**config.mk**
```make
export PLATFORM = sky130hd
export DESIGN_NAME = prog_loader
export DESIGN_NICKNAME = d
export VERILOG_FILES = /design/src/rtl/prog_loader.sv
export SDC_FILE = /design/constraint.sdc
export NUM_CORES = 1
export LEC_CHECK = 0
export ABC_AREA = 1
export CAP_MARGIN = 20
export CORE_ASPECT_RATIO = 0.5
export CORE_UTILIZATION = 55
export DETAILED_ROUTE_END_ITERATION = 10
export PLACE_DENSITY = 0.79
export SYNTH_ARGS = -nofsm -noshare
export SYNTH_HDL_FRONTEND = slang
export SYNTH_SLANG_ARGS = --single-unit
```
**constraint.sdc**
```tcl
create_clock -name clk -period 2.2 [get_ports clk]
set_input_delay 0.66 -clock clk [delete_from_list [all_inputs] [get_ports clk]]
set_output_delay 0.66 -clock clk [all_outputs]
set_load 0.05 [all_outputs]
```
**src/rtl/prog_loader.sv**
```systemverilog
// Byte-stream program loader: MAGIC, LEN, data, CHECKSUM into the memory write port.
// Holds the CPU in reset until a checksum-verified image has been written.
module prog_loader #(
  parameter int         ADDR_W = 8,
  parameter logic [7:0] MAGIC  = 8'hA5
) (
  input  logic              clk,
  input  logic              rstn,
  input  logic [7:0]        in_data,
  input  logic              in_valid,
  output logic              in_ready,
  output logic              mem_we,
  output logic [ADDR_W-1:0] mem_addr,
  output logic [7:0]        mem_wdata,
  output logic              cpu_rstn,
  output logic              busy,
  output logic              done,
  output logic              err
);

  // Counter must hold 256 even when the address space is smaller.
  localparam int CW = (ADDR_W + 1 > 9) ? ADDR_W + 1 : 9;

  typedef enum logic [2:0] {
    S_IDLE,
    S_LEN,
    S_DATA,
    S_CSUM,
    S_RUN
  } state_t;

  state_t            state;
  logic [CW-1:0]     cnt;
  logic [ADDR_W-1:0] addr;
  logic [7:0]        sum;

  logic              xfer;
  logic [7:0]        total;
  logic [CW-1:0]     len_val;

  assign in_ready = (state != S_RUN);
  assign xfer     = in_valid && in_ready;
  assign total    = sum + in_data;
  assign len_val  = (in_data == 8'h00) ? CW'(256) : CW'(in_data);

  always_ff @(posedge clk or negedge rstn) begin
    if (!rstn) begin
      state     <= S_IDLE;
      cnt       <= '0;
      addr      <= '0;
      sum       <= '0;
      mem_we    <= 1'b0;
      mem_addr  <= '0;
      mem_wdata <= '0;
      cpu_rstn  <= 1'b0;
      busy      <= 1'b0;
      done      <= 1'b0;
      err       <= 1'b0;
    end else begin
      mem_we <= 1'b0;
      if (xfer) begin
        case (state)
          S_IDLE: begin
            if (in_data == MAGIC) begin
              state <= S_LEN;
              busy  <= 1'b1;
              err   <= 1'b0;
            end
          end
          S_LEN: begin
            state <= S_DATA;
            cnt   <= len_val;
            addr  <= '0;
            sum   <= '0;
          end
          S_DATA: begin
            mem_we    <= 1'b1;
            mem_addr  <= addr;
            mem_wdata <= in_data;
            addr      <= addr + ADDR_W'(1);
            sum       <= total;
            cnt       <= cnt - CW'(1);
            if (cnt == CW'(1)) state <= S_CSUM;
          end
          S_CSUM: begin
            busy <= 1'b0;
            if (total == 8'h00) begin
              state    <= S_RUN;
              cpu_rstn <= 1'b1;
              done     <= 1'b1;
            end else begin
              state <= S_IDLE;
              err   <= 1'b1;
            end
          end
          default: state <= state;
        endcase
      end
    end
  end

endmodule

```
# Word level (Yosys, flattened, before mapping)
# Index checks and enable logic that the tools add are counted.
# classes
n_eq_ne	9
n_mux	15
n_addsub	3
n_reduce_logical	13
# op_table
cell	n
$pmux 8 s2	2
$pmux 9 s2	1
$logic_not 8->1	2
$pmux 3 s4	1
$eq 9x1->1 const B	1
$mux 3	3
$mux 9	1
$sub 9x1->9 const B	1
$add 8x1->8 const B	1
$add 8x8->8	1
$eq 8x8->1 const B	1
$reduce_and 4->1	2
$eq 3x2->1 const B	2
$ne 2x2->1 const B	3
$reduce_and 3->1	2
$mux 1	5
$pmux 1 s2	2
$reduce_and 2->1	2
$reduce_bool 2->1	2
$reduce_bool 4->1	1
$eq 3x1->1 const B	1
$logic_not 3->1	1
$ne 3x3->1 const B	1
$logic_and 1x1->1	1
# word_totals
output_inout_bits	22
ff_bits	48

# Longest topological paths before layout
# depth
depth_word	4
mapped_depth	12
ltp_nobuf	12

# Worst setup path before layout
# No wires, ideal clock.
# synth_path
kind	input to register
start	input in_data[0]
end	register err
slack_ns	0.156
n_path_buf	0
required_ns	2.082
cell_stages	12
arrival_time_ns	1.926
path_cell_list	ha_1 fa_1 nand2_1 nand2_1 nand3_1 nand2_1 nand2_1 nand2_1 nor2_1 nand3_1 nand2_1 nand2_1
# synth_via
elab_chain_cells	4
word_cells_on_any_way	6
cone_classes	1 x add/sub; 3 x eq/ne; 2 x reduce/logical
# synth_rtl
item	line	rtl
start, declared	9	input logic [7:0] in_data,
$add 8x8->8	43	assign total = sum + in_data;
$logic_not 8->1	87	if (total == 8'h00) begin
$ne 2x2->1 (no line)	n/a	
$reduce_and 4->1 (no line) *	n/a	
end signal, assigned	58	err <= 1'b0;
end signal, assigned	67	err <= 1'b0;
end signal, assigned	93	err <= 1'b1;
end, declared	18	output logic err
# Mark *: on every way between the ends. The rest lies on a longest branch, timed or not.
# A chain may end at the register's enable or synchronous reset.

# Worst setup path in the final report
# layout_path
start	register err
end	output err
# No word-level cell between the ends.

==> flow_metrics.env <==
export IMPL_dr_pass1_iters=4
export IMPL_syn_avg_cell_area_um2=8.045
export IMPL_antenna_left=0
export IMPL_worst_slack_ps=20.18
export IMPL_setup_viol_count_final=0
export IMPL_syn_nets=348
export IMPL_portBuffers=32
export IMPL_hpwl_mm=4.558
export IMPL_reg2reg_slack_ps=360
export IMPL_leakagePower_nw=1.710
export IMPL_num_io_pins=33
export IMPL_drive_gt1_share_pct=15.00
export IMPL_yosysWarnings=0
export IMPL_cts_root_buffer="clkbuf_8"
export IMPL_drc=0
export IMPL_synth_edf_count=0
export IMPL_clock_latency_ps=300
export IMPL_min_period_ps=2180
export IMPL_critPathMaxFanout=2
export IMPL_wl_per_cell_um=13.98
export IMPL_gp_congestion=0.9178
export IMPL_pre_cts_ws_ps=-455.9
export IMPL_synth_most_common_cell="nand2_1"
export IMPL_grt_antenna_before_repair=0
export IMPL_ys_ff_latch=48
export IMPL_finish_utilization_pct=73.54
export IMPL_grt_pass1_vias=2245
export IMPL_fin_crit_sh_pct=99.08
export IMPL_cp_data_arrival_time_ps=1520
export IMPL_path_clk_slew_ps=90
export IMPL_die_y_um=50.83
export IMPL_synth_commonest_cells="nand2_1, dfrtp_1, inv_1"
export IMPL_die_w_um=99.66
export IMPL_cts_buffers=5
export IMPL_syn_inst=326
export IMPL_end_kind="output port"
export IMPL_grt_pass1_wl_mm=10.32
export IMPL_area_growth_pct=25.86
export IMPL_synthFlopType="dfrtp_1"
export IMPL_hold_buffers=0
export IMPL_start_util_pct=58.43
export IMPL_synth_top_area_share_pct=45.80
export IMPL_global_route_overflow_total=0
export IMPL_htreeDepth=2
export IMPL_slowest_stage="clkdlybuf4s50_1"
export IMPL_finalHoldViolCount=0
export IMPL_async_flop_share_pct=100.0
export IMPL_synth_area_um2=2623
export IMPL_cp_cell_sequence="clkdlybuf4s50_1"
export IMPL_fp_row_count=17
export IMPL_yosysSeqAreaShare_pct=45.80
export IMPL_slew_violations=0
export IMPL_synth_largest_area_cell="dfrtp_1"
export IMPL_die_area_um2=5065
export IMPL_max_cap_viol_count=0
export IMPL_cp_slowest_stage_delay_ps=830
export IMPL_fin_nets=401
export IMPL_worstMarginPinSlew_ps=516.8
export IMPL_critPathTopFamily="buffers and inverters"
export IMPL_grtUsageTotal_pct=27.13
export IMPL_cts_max_path_buffers=2
export IMPL_max_freq_mhz=458.8
export IMPL_cts_tree="built"
export IMPL_via_count=2370
export IMPL_hp_class="primary input to asynchronous set/reset pin"
export IMPL_synth_area_leaders="dfrtp_1, nand2_1, inv_1, ha_1, nand3_1"
export IMPL_slew_headroom_pct=65.44
export IMPL_ir_drop_uv=396.4
export IMPL_first_iter_violations=185
export IMPL_clock_sinks=48
export IMPL_crit_type="flop to output port"
export IMPL_crit_buf_inv=1
export IMPL_power_density_nw_per_um2=571.9
export IMPL_crit_required_ps=1540
export IMPL_worst_setup_path_start_kind="flop"
export IMPL_antenna_cells=0
export IMPL_fin_worst_skew_ps=3.789
export IMPL_status="finished clean"
export IMPL_viasPerCell=5.314
export IMPL_yosys_cell_types_count=32
export IMPL_grt_max_degree=35
export IMPL_totalWireLength_mm=6.234
export IMPL_core_area_um2=4488
[through the flow]
step	area [um2]	TNS, ps	cells	hold WS (ps)	power (mW)
detailed placement	3118	-2170	437	467.8	1.244
finish	3301	0	446	273.5	1.888
global route	3301	-30.85	446	282.3	1.970
floorplan	2623	0	326	364.4	1.107
CTS	3252	0	446	284.9	1.884
global placement	3118	-1726	437	456.4	1.236
[cells in the final DEF (no fill, tap or decap), drive strengths merged]
master	Yosys	final
nand2	84	84
dfrtp	48	48
inv	47	47
o21ai	32	32
buf	9	30
nor2	26	26
nand3	23	23
clkdlybuf4s50	0	21
a21oi	15	15
ha	10	10
nor3	5	5
clkbuf	0	5
a22o	4	4
o22ai	3	3
nand4	3	3
clkinv	1	2
o211ai	2	2
a22oi	2	2
nor4	2	2
xor2	2	2
xnor2	2	2
dlygate4sd2	0	2
dlymetal6s2s	0	2
o21a	1	1
o31ai	1	1
or3	1	1
or2	1	1
a31oi	1	1
fa	1	1
clkinvlp	0	1
bufinv	0	1
[final cells by class]
type	count	area, um2
inverters	48	181.4
multi-input cells	221	1224
clock inverters	3	42.54
well taps	66	82.58
fillers	330	1187
repair buffers	55	500.5
clock buffers	5	68.82
flip-flops and latches	48	1201
[layer usage]
metal	GRT usage (%)	vias up	part of all wire (%)
met5	0	-	0
met4	7.353	0	0.91
met3	6.840	8	5.5
met2	42.71	67	46
met1	37.92	1129	48
li1	-	1166	-
[worst register-to-register path: stages (launching register included)]
cell     delay [ps]
dfrtp_1         390
ha_2            200
fa_2            350
nand2_1          70
nand2_1          80
nand2_1          70
nand2_1          50
nand2_1          80
nand3_1         100
nor2_2          120
nand3_1          90
nand2_1          80
nand2_1          40
[flip-flops by register name (all words and copies together), names as in the netlist]
signal     cells
mem_we         1
cnt            9
mem_wdata      8
done           1
err            1
mem_addr       8
state          3
addr           8
busy           1
sum            8
[cells by family (layout without fill, tap and decap cells)]
| kind of cell | count (synthesis) | after routing | share of synthesized area, % |
|---|---|---|---|
| flip-flops | 48 | 48 | 45.80 |
| buffers and inverters | 57 | 111 | 9.876 |
| AO/OA/AOI/OAI | 61 | 61 | 13.26 |
| XOR/XNOR | 4 | 4 | 1.336 |
| adder cells (fa/ha/maj) | 11 | 11 | 5.534 |
| AND/OR/NAND/NOR | 145 | 145 | 24.19 |
[final timing paths]
path,start,cells past startpoint,to
max,err,1,err
min,rstn,1,mem_wdata[2]
max reg2reg,sum[0],12,err
min reg2reg,mem_addr[0],2,mem_addr[0]
max in group asynchronous,rstn,2,mem_we
min in group clk,mem_addr[0],2,mem_addr[0]
[power by group]
part | switching, mW | internal [mW] | leakage [nW]
clock network | 0.307 | 0.337 | 0.0541
registers | 0.0192 | 0.908 | 0.571
logic | 0.188 | 0.128 | 1.09
total | 0.515 | 1.37 | 1.71
[repair_timing]
item                       in CTS  in global routing
gates resized for setup         5                  7
setup endpoints to repair       3                  3
buffers inserted                1                  0
pin swaps                       2                  0
(Power assumes the default switching activity.)
==> RTL change, RTL diff (same flow settings) <==
Re-encode `state_t` (5 states) as one-hot, 5 bits wide.
--- a/src/rtl/prog_loader.sv
+++ b/src/rtl/prog_loader.sv
@@ -23,8 +23,8 @@
 
-  typedef enum logic [2:0] {
-    S_IDLE,
-    S_LEN,
-    S_DATA,
-    S_CSUM,
-    S_RUN
+  typedef enum logic [4:0] {
+    S_IDLE = 5'b00001,
+    S_LEN  = 5'b00010,
+    S_DATA = 5'b00100,
+    S_CSUM = 5'b01000,
+    S_RUN  = 5'b10000
   } state_t;
Check against the original RTL: same outputs for any inputs over 4 cycles, from zero or initial values and one cycle with rstn low; so few cycles prove little.
==> RTL change against the unedited design <==
  * Count of clock-buffer cells in the layout increased by 1
  * Cell area increased by 12%
  * Sequential cell count increased by 2
  * Clock skew about the same
  * Routed wire length increased by 14%
  * Setup slack improved by 0.016 ns
  * Synthesized area increased by 13%
Power is not compared: it rests on default switching activity, and its combinational part moved more than twofold at a synthesized area within 25%.
==> RTL change: results (changes against the unedited design) <==
Largest Register cnt (unchanged); H-Tree Depth 2 (unchanged); synth top area cells dfrtp_1 42%, nand2_1 13%, inv_1 5.9% (was dfrtp_1 46%, nand2_1 12%, inv_1 6.3%); placed cells 483 (was 437); number of global-route vias before repair 2,548 (was 2,245); Seq/Total Area, Yosys 42.45% (was 45.80%); Warnings, synthesis 0 (unchanged); reg2reg setup slack 0.34 ns (was 0.36 ns); CTS buffer count 5 (unchanged); synth unique cells 36 (was 32); drt first pass iters 5 (was 4); first-pass GRT wire length 11.59 mm (was 10.32 mm); Clock Path Buffers 2 (unchanged); antenna diode count 0 (unchanged); Layout Nets 442 (was 401); Yosys top cell by area dfrtp_1 (unchanged); outcome completed (unchanged); IO Port Bufs 32 (unchanged); global-route usage over all layers 26.63% (was 27.13%); crit-path max FO 5 (was 2); Avg WL per Cell 14.52 um (was 13.98 um); worst reg2reg endpoint done (was err); Worst R2R Start sum[0] (unchanged); Leak between 1.5 and 2 nW; setup_tns 0 ns (unchanged); Syn Nets 385 (was 348); Detail Placement HPWL 5.075 mm (was 4.558 mm); number of antenna violations at the first check in global routing 0 (unchanged); 1st-iter DRT viols 162 (was 185); Clk pin slew, worst setup/hold paths 0.10 ns; layout cells sized above 1 21.38% (was 15.00%); final clock skew 0.004135 ns (was 0.003789 ns); clock tree root driver cell clkbuf_8 (unchanged); RePlAce Congestion 0.9132 (was 0.9178); worst hold path type input port to asynchronous set/reset pin (unchanged); via count 2,659 (was 2,370); VDD IR max approximately 270 uV; adder-cell area share of the yosys netlist 4.919% (was 5.534%); pin count of the biggest net entering global routing 24 (was 35); fill count 367 (was 330); Syn Inst Count 363 (was 326); Compound-Gate Fraction of Synth Area 13.83% (was 13.26%); Via density 5.415 (was 5.314); worst rel slew slack 60.43% (was 65.44%); most frequent cells after synthesis 102 x nand2_1, 49 x dfrtp_1, 46 x inv_1, 28 x nand3_1, 26 x nor2_1 (was 81 x nand2_1, 48 x dfrtp_1, 44 x inv_1, 24 x nor2_1, 23 x nand3_1); Reg2Reg Depth 11 (was 12); max FFs per register 9 (unchanged); post-synthesis mux area share 0% (unchanged); XOR/XNOR Fraction of Synth Area 2.078% (was 1.336%); Arr. time, crit path 2.42 ns (was 1.52 ns)
==> RTL change: cell types whose count changed after synthesis, sizes merged, moves of 3 or more <==
cell   change
a21oi      -7
a22o       -3
inv        +4
nand2     +21
nand3      +7
nand4      +4
nor2       +4
o21ai      +8
xor2       +3
==> RTL change: what timing repair did <==
item / CTS / global route
setup endpoints to repair: 5 / 8
setup buffers: 0 / 0
gates resized for setup: 6 / 15
pin swaps: 6 / 5
hold buffers: 0 / 0
==> RTL change: power groups by stage <==
stage	Clock, mW	Combinational, mW	Sequential [mW]
floorplan	0	0.0453	0.937
global placement	0	0.129	0.936
detailed placement	0	0.133	0.936
CTS	0.717	0.134	0.918
global route	0.747	0.157	0.919
finish	0.709	0.143	0.918
==> RTL change: kinds of logic (layout without fill, tap and decap cells) <==
logic type,count (synthesis),count (layout)
AND/OR/NAND/NOR,175,175
AO/OA/AOI/OAI,60,60
buffers and inverters,60,118
flip-flops,50,50
adder cells (fa/ha/maj),11,11
XOR/XNOR,7,7
==> RTL change: metrics by stage <==
| stage | worst slack, ns | cell area, um2 | hold slack [ns] | power [mW] |
|---|---|---|---|---|
| after CTS | 0.01296 | 3625 | 0.3558 | 1.769 |
| after global routing | -0.09757 | 3706 | 0.3740 | 1.823 |
| final | 0.03654 | 3706 | 0.3423 | 1.770 |
| after floorplan | 0.1643 | 2950 | 0.3644 | 0.9821 |
| after global placement | -0.3841 | 3498 | 0.4520 | 1.066 |
| after detailed placement | -0.4851 | 3498 | 0.4629 | 1.070 |
==> RTL change: final cells by class <==
type	count	area share, %
Tap cell	70	2.363
Inverter	51	5.368
Sequential cell	50	33.79
Clock buffer	6	2.228
Clock inverter	2	1.047
Multi-Input combinational cell	253	40.21
Timing Repair Buffer	59	14.99
==> RTL change: worst max path at each step <==
stage,startpoint,endpoint,slack (ns),cells after the start
2_1_floorplan,in_data[0],err,0.16,12
3_3_place_gp,in_data[0],err,-0.38,13
3_5_place_dp,in_data[0],err,-0.49,13
4_1_cts,in_data[2],done,0.01,12
5_1_grt,in_data[2],done,-0.1,12
6_report,in_data[2],done,0.04,12
==> RTL change: critical path: stages <==
cell	delay, ns
clkdlybuf4s50_1	0.56
ha_4	0.19
nor2_1	0.04
nand2_1	0.22
nand3_1	0.18
nand2_1	0.12
nand2_1	0.06
nand2_1	0.07
nand2_1	0.06
nor2_1	0.08
nand3_1	0.09
nand2_1	0.08
==> RTL change: per-layer routing <==
metal / global-route usage, % / wire [um] / up-vias
met3: 4.843 / 406 / 26
met4: 8.333 / 183 / 0
met1: 33.15 / 3161 / 1236
met5: 0 / 0 / -
met2: 49.01 / 3379 / 107
li1: - / - / 1290
